File: config.mk
export PLATFORM = sky130hd
export DESIGN_NAME = lsu
export DESIGN_NICKNAME = d
export VERILOG_FILES = /design/src/rtl/lsu_pkg.sv /design/src/rtl/lsu_align.sv /design/src/rtl/lsu.sv
export SDC_FILE = /design/constraint.sdc
export NUM_CORES = 1
export LEC_CHECK = 0
export BUFFER_PORTS_ARGS = -buffer_cell sky130_fd_sc_hd__buf_2
export CAP_MARGIN = 20
export CORE_ASPECT_RATIO = 0.5
export CORE_MARGIN = 4
export CORE_UTILIZATION = 50
export CTS_CLUSTER_SIZE = 14
export DETAILED_ROUTE_END_ITERATION = 6
export GPL_TIMING_DRIVEN = 1
export PLACE_DENSITY = 0.83
export SKIP_CTS_REPAIR_TIMING = 1
export SYNTH_ARGS = -nofsm -noshare
export SYNTH_HDL_FRONTEND = slang
export SYNTH_SLANG_ARGS = --single-unit
export TNS_END_PERCENT = 5
File: constraint.sdc
create_clock -name clk -period 4.2 [get_ports clk]
set_input_delay 0.21 -clock clk [delete_from_list [all_inputs] [get_ports clk]]
set_output_delay 0.21 -clock clk [all_outputs]
set_load 0.05 [all_outputs]
File: src/rtl/lsu_pkg.sv
// Shared types for the load/store unit: access size codes and FSM states.
package lsu_pkg;

  localparam logic [1:0] SIZE_B = 2'b00;
  localparam logic [1:0] SIZE_H = 2'b01;
  localparam logic [1:0] SIZE_W = 2'b10;

  typedef enum logic [1:0] {
    IDLE = 2'b00,
    REQ  = 2'b01,
    DONE = 2'b10
  } state_e;

  // Size 11 is treated the same as a misaligned access.
  function automatic logic is_misaligned(
    input logic [1:0] size,
    input logic [1:0] off
  );
    logic r;
    r = 1'b0;
    case (size)
      SIZE_B:  r = 1'b0;
      SIZE_H:  r = off[0];
      SIZE_W:  r = |off;
      default: r = 1'b1;
    endcase
    return r;
  endfunction

endpackage

File: src/rtl/lsu_align.sv
// Byte-lane formatting for stores and extract/extend for loads.
// Purely combinational.
module lsu_align
  import lsu_pkg::*;
(
  input  logic [1:0]  st_off_i,
  input  logic [1:0]  st_size_i,
  input  logic [31:0] st_wdata_i,
  output logic [3:0]  st_be_o,
  output logic [31:0] st_wdata_o,
  input  logic [1:0]  ld_off_i,
  input  logic [1:0]  ld_size_i,
  input  logic        ld_unsigned_i,
  input  logic [31:0] ld_rdata_i,
  output logic [31:0] ld_data_o
);

  logic [31:0] ld_sh;

  always_comb begin
    st_be_o    = 4'b1111;
    st_wdata_o = st_wdata_i;
    case (st_size_i)
      SIZE_B: begin
        st_be_o    = 4'b0001 << st_off_i;
        st_wdata_o = {4{st_wdata_i[7:0]}};
      end
      SIZE_H: begin
        st_be_o    = st_off_i[1] ? 4'b1100 : 4'b0011;
        st_wdata_o = {2{st_wdata_i[15:0]}};
      end
      default: begin
        st_be_o    = 4'b1111;
        st_wdata_o = st_wdata_i;
      end
    endcase
  end

  assign ld_sh = ld_rdata_i >> {ld_off_i, 3'b000};

  always_comb begin
    ld_data_o = ld_sh;
    case (ld_size_i)
      SIZE_B: ld_data_o = ld_unsigned_i ?
                {24'b0, ld_sh[7:0]} :
                {{24{ld_sh[7]}}, ld_sh[7:0]};
      SIZE_H: ld_data_o = ld_unsigned_i ?
                {16'b0, ld_sh[15:0]} :
                {{16{ld_sh[15]}}, ld_sh[15:0]};
      default: ld_data_o = ld_sh;
    endcase
  end

endmodule

File: src/rtl/lsu.sv
// Load/store unit: MEM stage to handshaked data memory bridge.
// Optional bus-error timeout in REQ enabled by LSU_TIMEOUT_EN.
module lsu
  import lsu_pkg::*;
#(
  parameter int unsigned TIMEOUT_CYCLES = 255,
  parameter int unsigned CNT_W          = 16
) (
  input  logic        clk,
  input  logic        rst,
  input  logic        req_valid_i,
  input  logic        req_we_i,
  input  logic [1:0]  req_size_i,
  input  logic        req_unsigned_i,
  input  logic [31:0] req_addr_i,
  input  logic [31:0] req_wdata_i,
  output logic        stall_o,
  output logic [31:0] load_data_o,
  output logic        load_valid_o,
  output logic        misaligned_o,
  output logic        bus_error_o,
  output logic        mem_req_o,
  output logic        mem_we_o,
  output logic [3:0]  mem_be_o,
  output logic [31:0] mem_addr_o,
  output logic [31:0] mem_wdata_o,
  input  logic        mem_ready_i,
  input  logic [31:0] mem_rdata_i
);

  state_e      state_q, state_d;
  logic        mem_req_q, mem_req_d;
  logic        mem_we_q, mem_we_d;
  logic [3:0]  mem_be_q, mem_be_d;
  logic [31:0] mem_addr_q, mem_addr_d;
  logic [31:0] mem_wdata_q, mem_wdata_d;
  logic [1:0]  off_q, off_d;
  logic [1:0]  size_q, size_d;
  logic        uns_q, uns_d;
  logic [31:0] ldata_q, ldata_d;
  logic        lvalid_q, lvalid_d;
  logic        mis_q, mis_d;

  logic [3:0]  st_be;
  logic [31:0] st_wdata;
  logic [31:0] ld_data;
  logic        bad;
  logic        accept;
  logic        timeout;

  lsu_align u_align (
    .st_off_i      (req_addr_i[1:0]),
    .st_size_i     (req_size_i),
    .st_wdata_i    (req_wdata_i),
    .st_be_o       (st_be),
    .st_wdata_o    (st_wdata),
    .ld_off_i      (off_q),
    .ld_size_i     (size_q),
    .ld_unsigned_i (uns_q),
    .ld_rdata_i    (mem_rdata_i),
    .ld_data_o     (ld_data)
  );

  assign bad     = is_misaligned(req_size_i, req_addr_i[1:0]);
  assign accept  = (state_q == IDLE) && req_valid_i && !bad;
  assign stall_o = accept || (state_q == REQ);

`ifdef LSU_TIMEOUT_EN
  logic [CNT_W-1:0] cnt_q, cnt_d;
  logic             berr_q, berr_d;

  assign timeout = (cnt_q == CNT_W'(TIMEOUT_CYCLES - 1));

  always_comb begin
    cnt_d  = cnt_q;
    berr_d = 1'b0;
    if (accept) begin
      cnt_d = '0;
    end else if (state_q == REQ && !mem_ready_i) begin
      cnt_d  = cnt_q + 1'b1;
      berr_d = timeout;
    end
  end

  always_ff @(posedge clk) begin
    if (rst) begin
      cnt_q  <= '0;
      berr_q <= 1'b0;
    end else begin
      cnt_q  <= cnt_d;
      berr_q <= berr_d;
    end
  end

  assign bus_error_o = berr_q;
`else
  logic unused_cfg;
  assign unused_cfg  = ^{TIMEOUT_CYCLES, CNT_W};
  assign timeout     = 1'b0;
  assign bus_error_o = 1'b0;
`endif

  always_comb begin
    state_d     = state_q;
    mem_req_d   = mem_req_q;
    mem_we_d    = mem_we_q;
    mem_be_d    = mem_be_q;
    mem_addr_d  = mem_addr_q;
    mem_wdata_d = mem_wdata_q;
    off_d       = off_q;
    size_d      = size_q;
    uns_d       = uns_q;
    ldata_d     = ldata_q;
    lvalid_d    = 1'b0;
    mis_d       = 1'b0;
    unique case (state_q)
      IDLE: begin
        if (req_valid_i && bad) begin
          mis_d = 1'b1;
        end else if (accept) begin
          state_d     = REQ;
          mem_req_d   = 1'b1;
          mem_we_d    = req_we_i;
          mem_be_d    = st_be;
          mem_addr_d  = {req_addr_i[31:2], 2'b00};
          mem_wdata_d = st_wdata;
          off_d       = req_addr_i[1:0];
          size_d      = req_size_i;
          uns_d       = req_unsigned_i;
        end
      end
      REQ: begin
        if (mem_ready_i || timeout) begin
          state_d     = DONE;
          mem_req_d   = 1'b0;
          mem_we_d    = 1'b0;
          mem_be_d    = '0;
          mem_addr_d  = '0;
          mem_wdata_d = '0;
          lvalid_d    = !mem_we_q;
          if (!mem_ready_i) begin
            ldata_d = '0;
          end else if (!mem_we_q) begin
            ldata_d = ld_data;
          end
        end
      end
      DONE: state_d = IDLE;
      default: state_d = IDLE;
    endcase
  end

  always_ff @(posedge clk) begin
    if (rst) begin
      state_q     <= IDLE;
      mem_req_q   <= 1'b0;
      mem_we_q    <= 1'b0;
      mem_be_q    <= '0;
      mem_addr_q  <= '0;
      mem_wdata_q <= '0;
      off_q       <= '0;
      size_q      <= '0;
      uns_q       <= 1'b0;
      ldata_q     <= '0;
      lvalid_q    <= 1'b0;
      mis_q       <= 1'b0;
    end else begin
      state_q     <= state_d;
      mem_req_q   <= mem_req_d;
      mem_we_q    <= mem_we_d;
      mem_be_q    <= mem_be_d;
      mem_addr_q  <= mem_addr_d;
      mem_wdata_q <= mem_wdata_d;
      off_q       <= off_d;
      size_q      <= size_d;
      uns_q       <= uns_d;
      ldata_q     <= ldata_d;
      lvalid_q    <= lvalid_d;
      mis_q       <= mis_d;
    end
  end

  assign mem_req_o    = mem_req_q;
  assign mem_we_o     = mem_we_q;
  assign mem_be_o     = mem_be_q;
  assign mem_addr_o   = mem_addr_q;
  assign mem_wdata_o  = mem_wdata_q;
  assign load_data_o  = ldata_q;
  assign load_valid_o = lvalid_q;
  assign misaligned_o = mis_q;

endmodule

# Word-level counts from Yosys, hierarchy flattened
# Cells that the tools add are included.
[op_classes]
bitwise_logic = 5
shift = 2
n_mux = 30
eq_ne = 7
n_reduce_logical = 17
[op_table]
columns = ["cell", "n"]
rows = [
  ["32-bit case mux with 2 select lines", 4],
  ["32-bit two-way mux", 7],
  ["32-bit by 5-bit right shift with 32-bit output", 1],
  ["4-bit two-way mux", 4],
  ["4-bit case mux with 2 select lines", 2],
  ["3-bit AND reduction", 3],
  ["2-bit by 1-bit equality test with 1-bit output, second input constant", 3],
  ["2-bit zero test", 3],
  ["1-bit two-way mux", 6],
  ["2-bit two-way mux", 3],
  ["2-bit != test, second input constant", 3],
  ["1-bit inverter", 5],
  ["1-bit case mux with 2 select lines", 2],
  ["2-bit case mux with 2 select lines", 1],
  ["4-bit AND reduction", 1],
  ["2-bit OR reduction", 2],
  ["1-bit by 2-bit left shift with 4-bit output, first input constant", 1],
  ["1-bit logical AND", 3],
  ["1-bit case mux with 3 select lines", 1],
  ["3-bit OR reduction", 1],
  ["2-bit equality test, second input constant", 1],
  ["1-bit zero test", 2],
  ["2-bit nonzero test", 1],
  ["1-bit logical OR", 1],
]
[word_totals]
word_cells = 73
in_bits = 104
out_inout_bits = 106
register_bits = 111

# Longest topological paths before layout
# Gate-level depths: netlist of run 1.
[logic_depth]
word_depth = 7
mapped_depth = 7
depth_no_buf = 4

# Cells and area by module
# A second synthesis of run 1 with hierarchy kept.
[hier_totals]
hier_cells = 653
hier_area_um2 = 5881.9
[modules_own_cells]
columns = ["mod", "n_inst", "cells_per_inst", "area_per_inst_um2", "seq_area_each_um2"]
rows = [
  ["lsu", 1, 486, 4733.3, 2182.1],
  ["lsu_align", 1, 167, 1148.6, 0.0],
]

# Worst setup path before layout of run 1
# OpenSTA, ideal clock, no wires.
[synth_timing]
kind = "input port to output port"
start = "input req_size_i[0]"
end = "output stall_o"
cell_stages = 6
path_buffers = 3
slack_ns = 2.383
arrival_time_ns = 1.607
t_required_ns = 3.990
cell_sequence = "buf_2 -> a21oi_1 -> o211ai_2 -> buf_2 -> buf_2 -> o21ai_0"
[synth_between]
elab_chain_len = 5
elab_cells_between_ends = 7
cone_classes = "2 x eq/ne; 1 x mux; 4 x reduce/logical"
[synth_rtl]
columns = ["item", "line_no", "source"]
rows = [
  ["start, declared", "lsu.sv:13", "input logic [1:0] req_size_i,"],
  ["2-bit equality test (tied with other cells)", "lsu_pkg.sv:21", "case (size)"],
  ["1-bit case mux with 3 select lines *", "lsu_pkg.sv:21", ""],
  ["1-bit zero test *", "lsu.sv:65", "assign accept = (state_q == IDLE) && req_valid_i && !bad;"],
  ["1-bit logical AND *", "lsu.sv:65", ""],
  ["1-bit logical OR *", "lsu.sv:66", "assign stall_o = accept || (state_q == REQ);"],
  ["end, declared", "lsu.sv:17", "output logic stall_o,"],
]
# Mark *: on every way between the ends. The rest lies on a longest branch, timed or not.

# Worst setup path in the final report of run 1
[layout_timing]
start = "register off_q[0]"
end = "register ldata_q[25] (netlist: load_data_o[25])"
[layout_between]
elab_chain_len = 3
elab_cells_between_ends = 4
cone_classes = "1 x shift; 3 x mux"
[layout_rtl]
columns = ["item", "line_no", "source"]
rows = [
  ["start, declared", "lsu.sv:37", "logic [1:0] off_q, off_d;"],
  ["start signal, assigned", "lsu.sv:161", "off_q <= '0;"],
  ["start signal, assigned", "lsu.sv:174", "off_q <= off_d;"],
  ["32-bit by 5-bit right shift with 32-bit output *", "lsu_align.sv:39", "assign ld_sh = ld_rdata_i >> {ld_off_i, 3'b000};"],
  ["32-bit two-way mux, on equally long branches", "lsu_align.sv:47, lsu_align.sv:44", ""],
  ["32-bit case mux with 2 select lines *", "lsu_align.sv:43", "case (ld_size_i)"],
  ["end signal, assigned", "lsu.sv:177", "ldata_q <= ldata_d;"],
  ["end, declared", "lsu.sv:40", "logic [31:0] ldata_q, ldata_d;"],
]
# Marks and branches as above.
# A chain may end at the register's enable or synchronous reset.

==> flow_metrics.py, run 1 <==
metrics = {
    "sta": {
        "setup_viol": 0,
        "hold_viol": 0,
        "setup_slack_ns": 1.855,
        "tns_ns": 0,
        "slew_headroom_pct": 26.13,
        "finalHoldWorstSlack_ns": 0.1255,
        "tightestPinTransition_ns": 1.105,
        "maxSlewViolCount": 0,
        "period_minus_slack_ns": 2.345,
        "fin_crit_sh_pct": 55.84,
        "clock-skew-final_ns": 0.007517,
        "max_freq_ghz": 0.4264,
        "rsz0062_at_grt": "no",
    },
    "logic_synthesis": {
        "yosys.area.top_type": "dfxtp_1",
        "synth.avg_cell_area_sq_um": 8.868,
        "syn_inst": 561,
        "synth-seq-cells": 109,
        "synth_cell_types": 39,
        "synthArstFlopShare_pct": 0,
        "yosysSeqAreaShare_pct": 43.86,
        "ys.flop_type": "dfxtp_1",
        "syn_area_sq_um": 4975,
        "ys_warn_count": 0,
        "yosys.area.top_type_share_pct": 43.86,
        "synthTopCellsByArea": "dfxtp_1, mux2i_1, nand3_1",
        "yosys.cell_count.top_type": "dfxtp_1",
        "synthTopCellsByCount": "dfxtp_1, nand3_1, mux2i_1, nor2_1, nand2b_1",
        "synth_edf_count": 0,
    },
    "worst_setup_path": {
        "cp_max_fo": 29,
        "crit_path_end_kind": "register",
        "worstPathArrival_ns": 2.51,
        "crit_path_start": "off_q[0]$_SDFFE_PP0P_",
        "worstSetupPathType": "reg -> reg",
        "start_kind": "register",
        "required_ns": 4.37,
        "worstReg2RegStart": "off_q[0]$_SDFFE_PP0P_",
    },
    "floorplan": {
        "initial_core_util_pct": 51.97,
        "die_w_um": 149.1,
        "die_area_sq_um": 11710,
        "row_count": 25,
        "io_pins": 210,
        "core_area_sq_um": 9572,
        "die_height_um": 78.53,
    },
    "clocking": {
        "cts_tree": "yes",
        "clkTransAtPathRegs_ns": 0.06,
        "cts_sinks": 109,
        "cts-root-buf": "clkbuf_16",
        "clock_path_buffers": 2,
        "h-tree-depth": 3,
        "worstSkewPairLatency_ns": 0.34,
        "numCtsBuffers": 9,
    },
    "global_routing": {
        "grt_pass1_vias": 4437,
        "grt_max_degree": 103,
        "grt_usage_pct": 22.90,
        "grt_pass1_wl_um": 21800,
        "antenna_found_initial": 0,
        "grt_overflow": 0,
    },
    "power": {
        "p_seq_share_pct": 45.0,
        "p_leak_nw": 2.771,
        "clkPwrFrac_pct": 33.7,
        "ir_worst_vdd_v": 0.0002486,
        "power_switching_share_pct": 30.42,
        "pwr_density_cell_nw_per_um2": 395.2,
        "switching_power_w": 0.0007552,
        "total_power_w": 0.002482,
        "intPower_w": 0.001727,
        "pwr-share-comb_pct": 21.3,
    },
    "detailed_routing": {
        "wirelength_um": 13680,
        "wl_per_cell_um": 15.76,
        "firstDrtPassIters": 4,
        "drc": 0,
        "drt_iter0_drc": 232,
        "vias_per_cell": 5.364,
        "via_count": 4656,
        "final_antenna_net_count": 0,
    },
    "job": {
        "cap_violations": 0,
    },
    "final_layout": {
        "drive_above_1_share_pct": 34.38,
        "area_growth_pct": 26.26,
        "fin_nets": 835,
        "antennaDiodeCount": 0,
    },
    "place": {
        "gp_congestion": 0.9063,
        "io_buffers": 206,
        "dp_hpwl_um": 9994,
        "dp_worst_setup_slack_ns": 1.779,
    },
    "status": {
        "outcome": "completed",
    },
    "worst_hold_path": {
        "min_from": "req_addr_i[13]",
        "hold_path.class": "in -> reg",
    },
}
## state kept, by name, indices dropped and copies added (netlist names)
signal        flops
load_data_o      32
mem_wdata_o      32
mem_addr_o       30
mem_be_o          4
off_q             2
size_q            2
state_q           2
load_valid_o      1
mem_req_o         1
mem_we_o          1
misaligned_o      1
uns_q             1
## path summary, 6_finish.rpt
kind                             endpoint  slack (ns)  depth (start not counted)
min reg2reg   load_data_o[5]$_SDFFE_PP0P_        0.46                          2
max reg2reg  load_data_o[25]$_SDFFE_PP0P_        1.85                          5
max          load_data_o[25]$_SDFFE_PP0P_        1.85                          5
min           mem_addr_o[13]$_SDFFE_PP0P_        0.13                          3
## layout by cell type (no fill, tap or decap), types with 2 or more instances in the layout
cell	n
o21ai_0	40
mux2i_1	47
nand3b_1	2
nor2b_1	4
nand2_1	31
nor2_1	46
o2bb2ai_1	7
o22ai_1	8
buf_2	205
a21oi_1	21
mux2_2	7
clkbuf_8	2
o211ai_1	7
a211oi_1	6
conb_1	3
buf_4	7
nor3_1	2
inv_1	5
o31ai_1	28
dfxtp_1	109
nand3_1	68
a211oi_2	10
clkbuf_16	9
nand2b_1	41
## cell families after synthesis
group | Yosys count | share of synthesized area, %
flops | 109 | 43.86
simple gates | 203 | 20.37
buf+inv | 60 | 5.760
mux | 55 | 11.49
compound gates | 133 | 18.44
other cells | 1 | 0.07538
## final cells by class
type                       instances  area (sq um)
tap                              135         168.9
inverter                           5         18.77
multi-input combinational        394          2545
clock buffer                      11         252.7
timing repair buffer             212          1079
clock inverter                     2         35.03
fill                             815          3291
sequential                       109          2182
## per-stage QoR
stage               std cells  utilization (%)  area, sq um
floorplan                 563                -         4982
global placement          855            62.61         5993
detailed placement        855            62.61         5993
CTS                       868            65.62         6281
global route              868            65.62         6281
finish                    868            65.62         6281
## power groups by stage
| stage | Clock (W) | Combinational (W) | Sequential [W] |
|---|---|---|---|
| 2_1_floorplan | 0 | 0.000211 | 0.00131 |
| 3_3_place_gp | 0 | 0.000521 | 0.00114 |
| 3_5_place_dp | 0 | 0.000528 | 0.00114 |
| 4_1_cts | 0.000858 | 0.000529 | 0.00112 |
| 5_1_grt | 0.000896 | 0.000566 | 0.00112 |
| 6_report | 0.000836 | 0.000529 | 0.00112 |
## per-layer routing
layer / vias up / routed length [um] / global-route usage [%]
met2: 151 / 6729 / 39.75
li1: 2317 / - / -
met3: 30 / 884 / 6.171
met1: 2158 / 5722 / 27.60
met4: 0 / 345 / 7.854
met5: - / 0 / 0
## worst max-delay path, stage by stage (launching register included)
cell      delay, ns
dfxtp_1        0.31
buf_4          0.36
mux2i_1        0.30
a22oi_1        0.13
a31oi_2        0.90
a211oi_1       0.17
No activity file was read; power rests on OpenSTA's default activity.
==> run 2: changes to the inputs <==
ABC_AREA = 1   (was not set)
CORE_UTILIZATION = 49   (was 50)
PLACE_DENSITY = 0.8   (was 0.83)
clock period = 2.2 ns   (was 4.2 ns; I/O delays follow)
==> flow_metrics.py, run 2 <==
metrics = {
    "clocking": {
        "clkTransAtPathRegs_ns": 0.07,
        "cts_tree": "yes",
        "h-tree-depth": 3,
        "worstSkewPairLatency_ns": 0.34,
        "cts_sinks": 109,
        "cts-root-buf": "clkbuf_16",
        "clock_path_buffers": 2,
        "numCtsBuffers": 9,
    },
    "power": {
        "p_leak_nw": 3.435,
        "pwr_density_cell_nw_per_um2": 750.4,
        "ir_worst_vdd_v": 0.0003909,
    },
    "logic_synthesis": {
        "synth_edf_count": 0,
        "yosys.cell_count.top_type": "nand2_1",
        "ys_warn_count": 0,
        "syn_area_sq_um": 5386,
        "synth-seq-cells": 109,
        "synthTopCellsByArea": "dfxtp_1, nand2_1, nand3_1",
        "synthArstFlopShare_pct": 0,
        "synthTopCellsByCount": "nand2_1, dfxtp_1, nand3_1, inv_1, nor2_1",
        "ys.flop_type": "dfxtp_1",
        "yosys.area.top_type": "dfxtp_1",
        "synth_cell_types": 30,
        "synth.avg_cell_area_sq_um": 6.915,
        "yosysSeqAreaShare_pct": 40.51,
        "syn_inst": 779,
        "yosys.area.top_type_share_pct": 40.51,
    },
    "sta": {
        "clock-skew-final_ns": 0.01200,
        "tns_ns": 0,
        "setup_slack_ns": 0.3163,
        "fin_crit_sh_pct": 85.62,
        "max_freq_ghz": 0.5309,
        "setup_viol": 0,
        "maxSlewViolCount": 0,
        "slew_headroom_pct": 64.55,
        "period_minus_slack_ns": 1.884,
        "rsz0062_at_grt": "no",
        "tightestPinTransition_ns": 0.5318,
        "hold_viol": 0,
    },
    "detailed_routing": {
        "final_antenna_net_count": 0,
        "drt_iter0_drc": 416,
        "wl_per_cell_um": 14.46,
        "wirelength_um": 15900,
        "drc": 0,
        "vias_per_cell": 5.231,
        "via_count": 5754,
        "firstDrtPassIters": 5,
    },
    "final_layout": {
        "drive_above_1_share_pct": 29.30,
        "final_cell_mix": "buf_2, nand2_1, dfxtp_1, nand3_1, inv_1",
        "final_common_cell": "buf_2",
        "fin_nets": 1058,
        "area_growth_pct": 24.18,
    },
    "floorplan": {
        "die_height_um": 82.14,
        "die_area_sq_um": 12840,
        "initial_core_util_pct": 51.42,
        "io_pins": 210,
        "core_area_sq_um": 10480,
        "die_w_um": 156.3,
        "row_count": 26,
    },
    "status": {
        "outcome": "completed",
    },
    "worst_hold_path": {
        "hold_path_end": "mem_addr_o[4]$_SDFFE_PP0P_",
        "min_path_cells": 3,
        "hold_path.class": "in -> reg",
        "min_from": "req_addr_i[4]",
    },
    "global_routing": {
        "grt_max_degree": 52,
        "antenna_found_initial": 1,
        "grt_pass1_wl_um": 25180,
        "grt_usage_pct": 23.90,
        "grt_pass1_vias": 5245,
        "grt_overflow": 0,
    },
    "worst_setup_path": {
        "worstPathArrival_ns": 2.17,
        "start_kind": "register",
        "r2r-end": "load_data_o[15]$_SDFFE_PP0P_",
        "worstSetupPathType": "reg -> reg",
        "r2r_slack_ns": 0.32,
        "worstReg2RegStart": "state_q[0]$_SDFFE_PP0P_",
        "cp_max_fo": 25,
        "r2r_cells": 9,
        "crit_path_end_kind": "register",
        "required_ns": 2.49,
    },
    "job": {
        "cap_violations": 0,
    },
    "place": {
        "io_buffers": 206,
        "dp_hpwl_um": 11340,
        "dp_worst_setup_slack_ns": 0.3662,
        "gp_congestion": 0.8804,
    },
}
-- run 2: critical path: stages, from the launching register on --
cell and delay, ns:
dfxtp_1 0.34, inv_2 0.05, nor2_2 0.15, nand2_2 0.27, inv_2 0.43, buf_4 0.30
nor2_1 0.06, nor2_1 0.08, o21ai_0 0.09, inv_1 0.06
-- run 2: layout make-up --
| cell class | count | area (sq um) |
|---|---|---|
| Fill cell | 982 | 3786 |
| Sequential cell | 109 | 2182 |
| Antenna cell | 1 | 2.502 |
| Timing Repair Buffer | 218 | 1124 |
| Tap cell | 140 | 175.2 |
| Inverter | 78 | 295.3 |
| Clock inverter | 5 | 83.83 |
| Clock buffer | 11 | 232.7 |
| Multi-Input combinational cell | 538 | 2594 |
-- run 2: metrics by stage --
| stage | instance area (sq um) | utilization [%] | hold WS [ns] | std cells | total power [W] |
|---|---|---|---|---|---|
| after global routing | 6689 | 63.86 | 0.008870 | 1100 | 0.005249 |
| after floorplan | 5394 | - | 0.2572 | 781 | 0.003024 |
| after CTS | 6686 | 63.83 | 0.004090 | 1099 | 0.005048 |
| after global placement | 6370 | 60.81 | 0.3646 | 1083 | 0.003300 |
| final | 6689 | 63.86 | 0.01460 | 1100 | 0.005020 |
| after detailed placement | 6370 | 60.81 | 0.3680 | 1083 | 0.003318 |
-- run 2: metal layers --
metal | global-route usage, % | up-vias | wire (um)
met1 | 30.63 | 2631 | 6328
met5 | 0 | - | 0
met2 | 40.38 | 229 | 7775
li1 | - | 2852 | -
met3 | 5.258 | 42 | 1340
met4 | 8.571 | 0 | 457
-- run 2: logic make-up after synthesis --
logic type | after synthesis | synth area share [%]
flops | 109 | 40.51
compound gates | 113 | 12.54
simple gates | 422 | 35.35
buf+inv | 134 | 11.52
other cells | 1 | 0.06962
-- run 2: worst max-delay path by stage --
| stage | startpoint | end | depth (start not counted) |
|---|---|---|---|
| detailed placement | req_size_i[1] | mem_addr_o[25]$_SDFFE_PP0P_ | 8 |
| global placement | req_size_i[1] | mem_be_o[0]$_SDFFE_PP0P_ | 8 |
| finish | state_q[0]$_SDFFE_PP0P_ | load_data_o[15]$_SDFFE_PP0P_ | 9 |
| global route | state_q[0]$_SDFFE_PP0P_ | load_data_o[9]$_SDFFE_PP0P_ | 9 |
| floorplan | state_q[1]$_SDFFE_PP0P_ | stall_o | 7 |
| CTS | state_q[0]$_SDFFE_PP0P_ | load_data_o[15]$_SDFFE_PP0P_ | 9 |
-- run 2: power by group --
group	total [W]	leakage (nW)	switching [W]	internal (W)
registers	0.00213	0.888	0.0000574	0.00208
clock network	0.00174	0.146	0.000734	0.00100
logic	0.00115	2.40	0.000837	0.000310
total	0.00502	3.43	0.00163	0.00339
==> run 3: changes to the inputs <==
CORE_UTILIZATION = 50   (was 49)
CTS_BUF_LIST = sky130_fd_sc_hd__clkbuf_8   (was not set)
PLACE_DENSITY = 0.82   (was 0.8)
==> flow_metrics.py, run 3 (synthesis gave the netlist of run 2 again) <==
metrics = {
    "final_layout": {
        "final_common_cell": "buf_2",
        "fill_cells": 928,
        "final_area_sq_um": 6855,
        "seqCellArea_sq_um": 2182,
        "antennaDiodeCount": 0,
        "multiInputGateArea_sq_um": 2594,
        "final_cell_mix": "buf_2, nand2_1, dfxtp_1, nand3_1, inv_1",
        "drive_above_1_share_pct": 28.79,
        "area_growth_pct": 27.27,
        "fin_nets": 1089,
    },
    "worst_setup_path": {
        "cp_max_fo": 44,
        "crit_chain": "inv_1 > nand2_1 > nor2_4 > nand2_8 > o21ai_0 > buf_2",
        "r2r_cells": 8,
        "r2r-end": "load_data_o[14]$_SDFFE_PP0P_",
        "max_stage_delay_ns": 0.34,
        "required_ns": 2.09,
        "crit_end": "stall_o",
        "slowest_stage": "dfxtp_1",
        "crit_path_end_kind": "output pin",
        "worstReg2RegStart": "off_q[1]$_SDFFE_PP0P_",
        "start_kind": "register",
        "r2r_slack_ns": 0.41,
        "crit_path_start": "state_q[1]$_SDFFE_PP0P_",
        "worstSetupPathType": "reg -> out",
        "worstPathArrival_ns": 1.69,
    },
    "global_routing": {
        "use_met3_pct": 6.759,
        "grt_usage_pct": 23.48,
        "use_met2_pct": 41.65,
        "grt_pass1_vias": 5195,
        "grt_overflow": 0,
        "grt_use_met1_pct": 28.19,
        "grt_pass1_wl_um": 24290,
        "top_usage_layer": "met2",
        "antenna_found_initial": 0,
        "grt_max_degree": 52,
    },
    "sta": {
        "max_freq_ghz": 0.5555,
        "hold_viol": 2,
        "clock-skew-final_ns": 0.01215,
        "fin_crit_sh_pct": 81.83,
        "tns_ns": 0,
        "slew_headroom_pct": 66.54,
        "rsz0062_at_grt": "no",
        "finalHoldWorstSlack_ns": -0.02231,
        "maxSlewViolCount": 0,
        "setup_viol": 0,
        "period_minus_slack_ns": 1.800,
        "tightestPinTransition_ns": 0.5019,
    },
    "floorplan": {
        "die_height_um": 81.39,
        "row_count": 26,
        "io_pins": 210,
        "die_area_sq_um": 12600,
        "die_w_um": 154.8,
        "initial_core_util_pct": 52.07,
        "core_area_sq_um": 10340,
    },
    "clocking": {
        "cts_tree": "yes",
        "clkTransAtPathRegs_ns": 0.10,
        "cts-root-buf": "clkbuf_8",
        "clock_path_buffers": 2,
        "h-tree-depth": 3,
        "worstSkewPairLatency_ns": 0.38,
        "cts_sinks": 109,
        "numCtsBuffers": 9,
    },
    "detailed_routing": {
        "vias_per_cell": 5.192,
        "wl_per_cell_um": 14.43,
        "firstDrtPassIters": 5,
        "drt_iter0_drc": 423,
        "wirelength_um": 16310,
        "via_count": 5867,
        "final_antenna_net_count": 0,
        "drc": 0,
    },
    "power": {
        "ir_worst_vdd_v": 0.0003743,
        "p_leak_nw": 3.510,
        "total_power_w": 0.004466,
        "pwr_density_cell_nw_per_um2": 651.5,
    },
    "job": {
        "cap_violations": 0,
    },
    "place": {
        "io_buffers": 206,
        "gp_congestion": 0.8477,
        "placed_area_sq_um": 6385,
        "dp_hpwl_um": 11180,
    },
    "status": {
        "violations": "negative hold slack",
        "outcome": "finished with violations",
    },
    "worst_hold_path": {
        "hold_path.class": "in -> reg",
    },
}
[run 3: changes by cell type in the layout (fill, tap and decap cells not counted)]
cell / delta
dlygate4sd3_1: +29
diode_2: -1
inv_6: +2
clkbuf_8: +9
bufinv_16: -2
clkbuf_1: -2
clkbuf_16: -9
clkinvlp_4: -1
clkinv_2: +1
buf_4: +2
clkinv_4: +2
[run 3: area by class of cell]
type / instances / share of cell area (%)
multi-input combinational: 538 / 37.84
sequential: 109 / 31.83
timing repair buffer: 249 / 20.84
inverter: 78 / 4.307
tap: 140 / 2.555
clock buffer: 9 / 1.807
clock inverter: 7 / 0.8213
[run 3: how the worst min path moves through the flow]
stage	cells after the start	startpoint	slack, ns	endpoint
floorplan	2	req_addr_i[10]	0.26	mem_addr_o[10]$_SDFFE_PP0P_
global placement	3	req_addr_i[30]	0.37	mem_addr_o[30]$_SDFFE_PP0P_
detailed placement	3	req_addr_i[8]	0.37	mem_addr_o[8]$_SDFFE_PP0P_
CTS	3	req_addr_i[3]	-0.05	mem_addr_o[3]$_SDFFE_PP0P_
global route	3	req_addr_i[27]	-0.01	mem_addr_o[27]$_SDFFE_PP0P_
finish	3	req_addr_i[18]	-0.02	mem_addr_o[18]$_SDFFE_PP0P_
[run 3: routing by layer]
metal / wire [um] / share of wire (%)
met5: 0 / 0
met4: 374 / 2.3
met3: 1383 / 8.5
met2: 8009 / 49
met1: 6542 / 40
[run 3: per-stage QoR]
| step | hold slack [ns] | util, % | std cells | worst slack [ns] |
|---|---|---|---|---|
| after floorplan | 0.2572 | - | 781 | 0.5392 |
| after global placement | 0.3674 | 61.72 | 1085 | 0.3985 |
| after detailed placement | 0.3703 | 61.72 | 1085 | 0.3556 |
| after CTS | -0.04611 | 63.46 | 1101 | 0.3849 |
| after global routing | -0.01096 | 66.27 | 1130 | 0.1889 |
| final | -0.02231 | 66.27 | 1130 | 0.3997 |
[run 3: worst max-delay path: cells and delay by family, from the launching register on]
family	cells	cell delay, ns
compound gates	1	0.15
flops	1	0.34
buf+inv	2	0.35
simple gates	3	0.47
[run 3: where the power goes]
part	internal [W]	leakage, nW	switching [W]	total [W]
clock network	0.000426	0.0906	0.000716	0.00114
registers	0.00208	0.888	0.0000610	0.00214
logic	0.000345	2.53	0.000840	0.00119
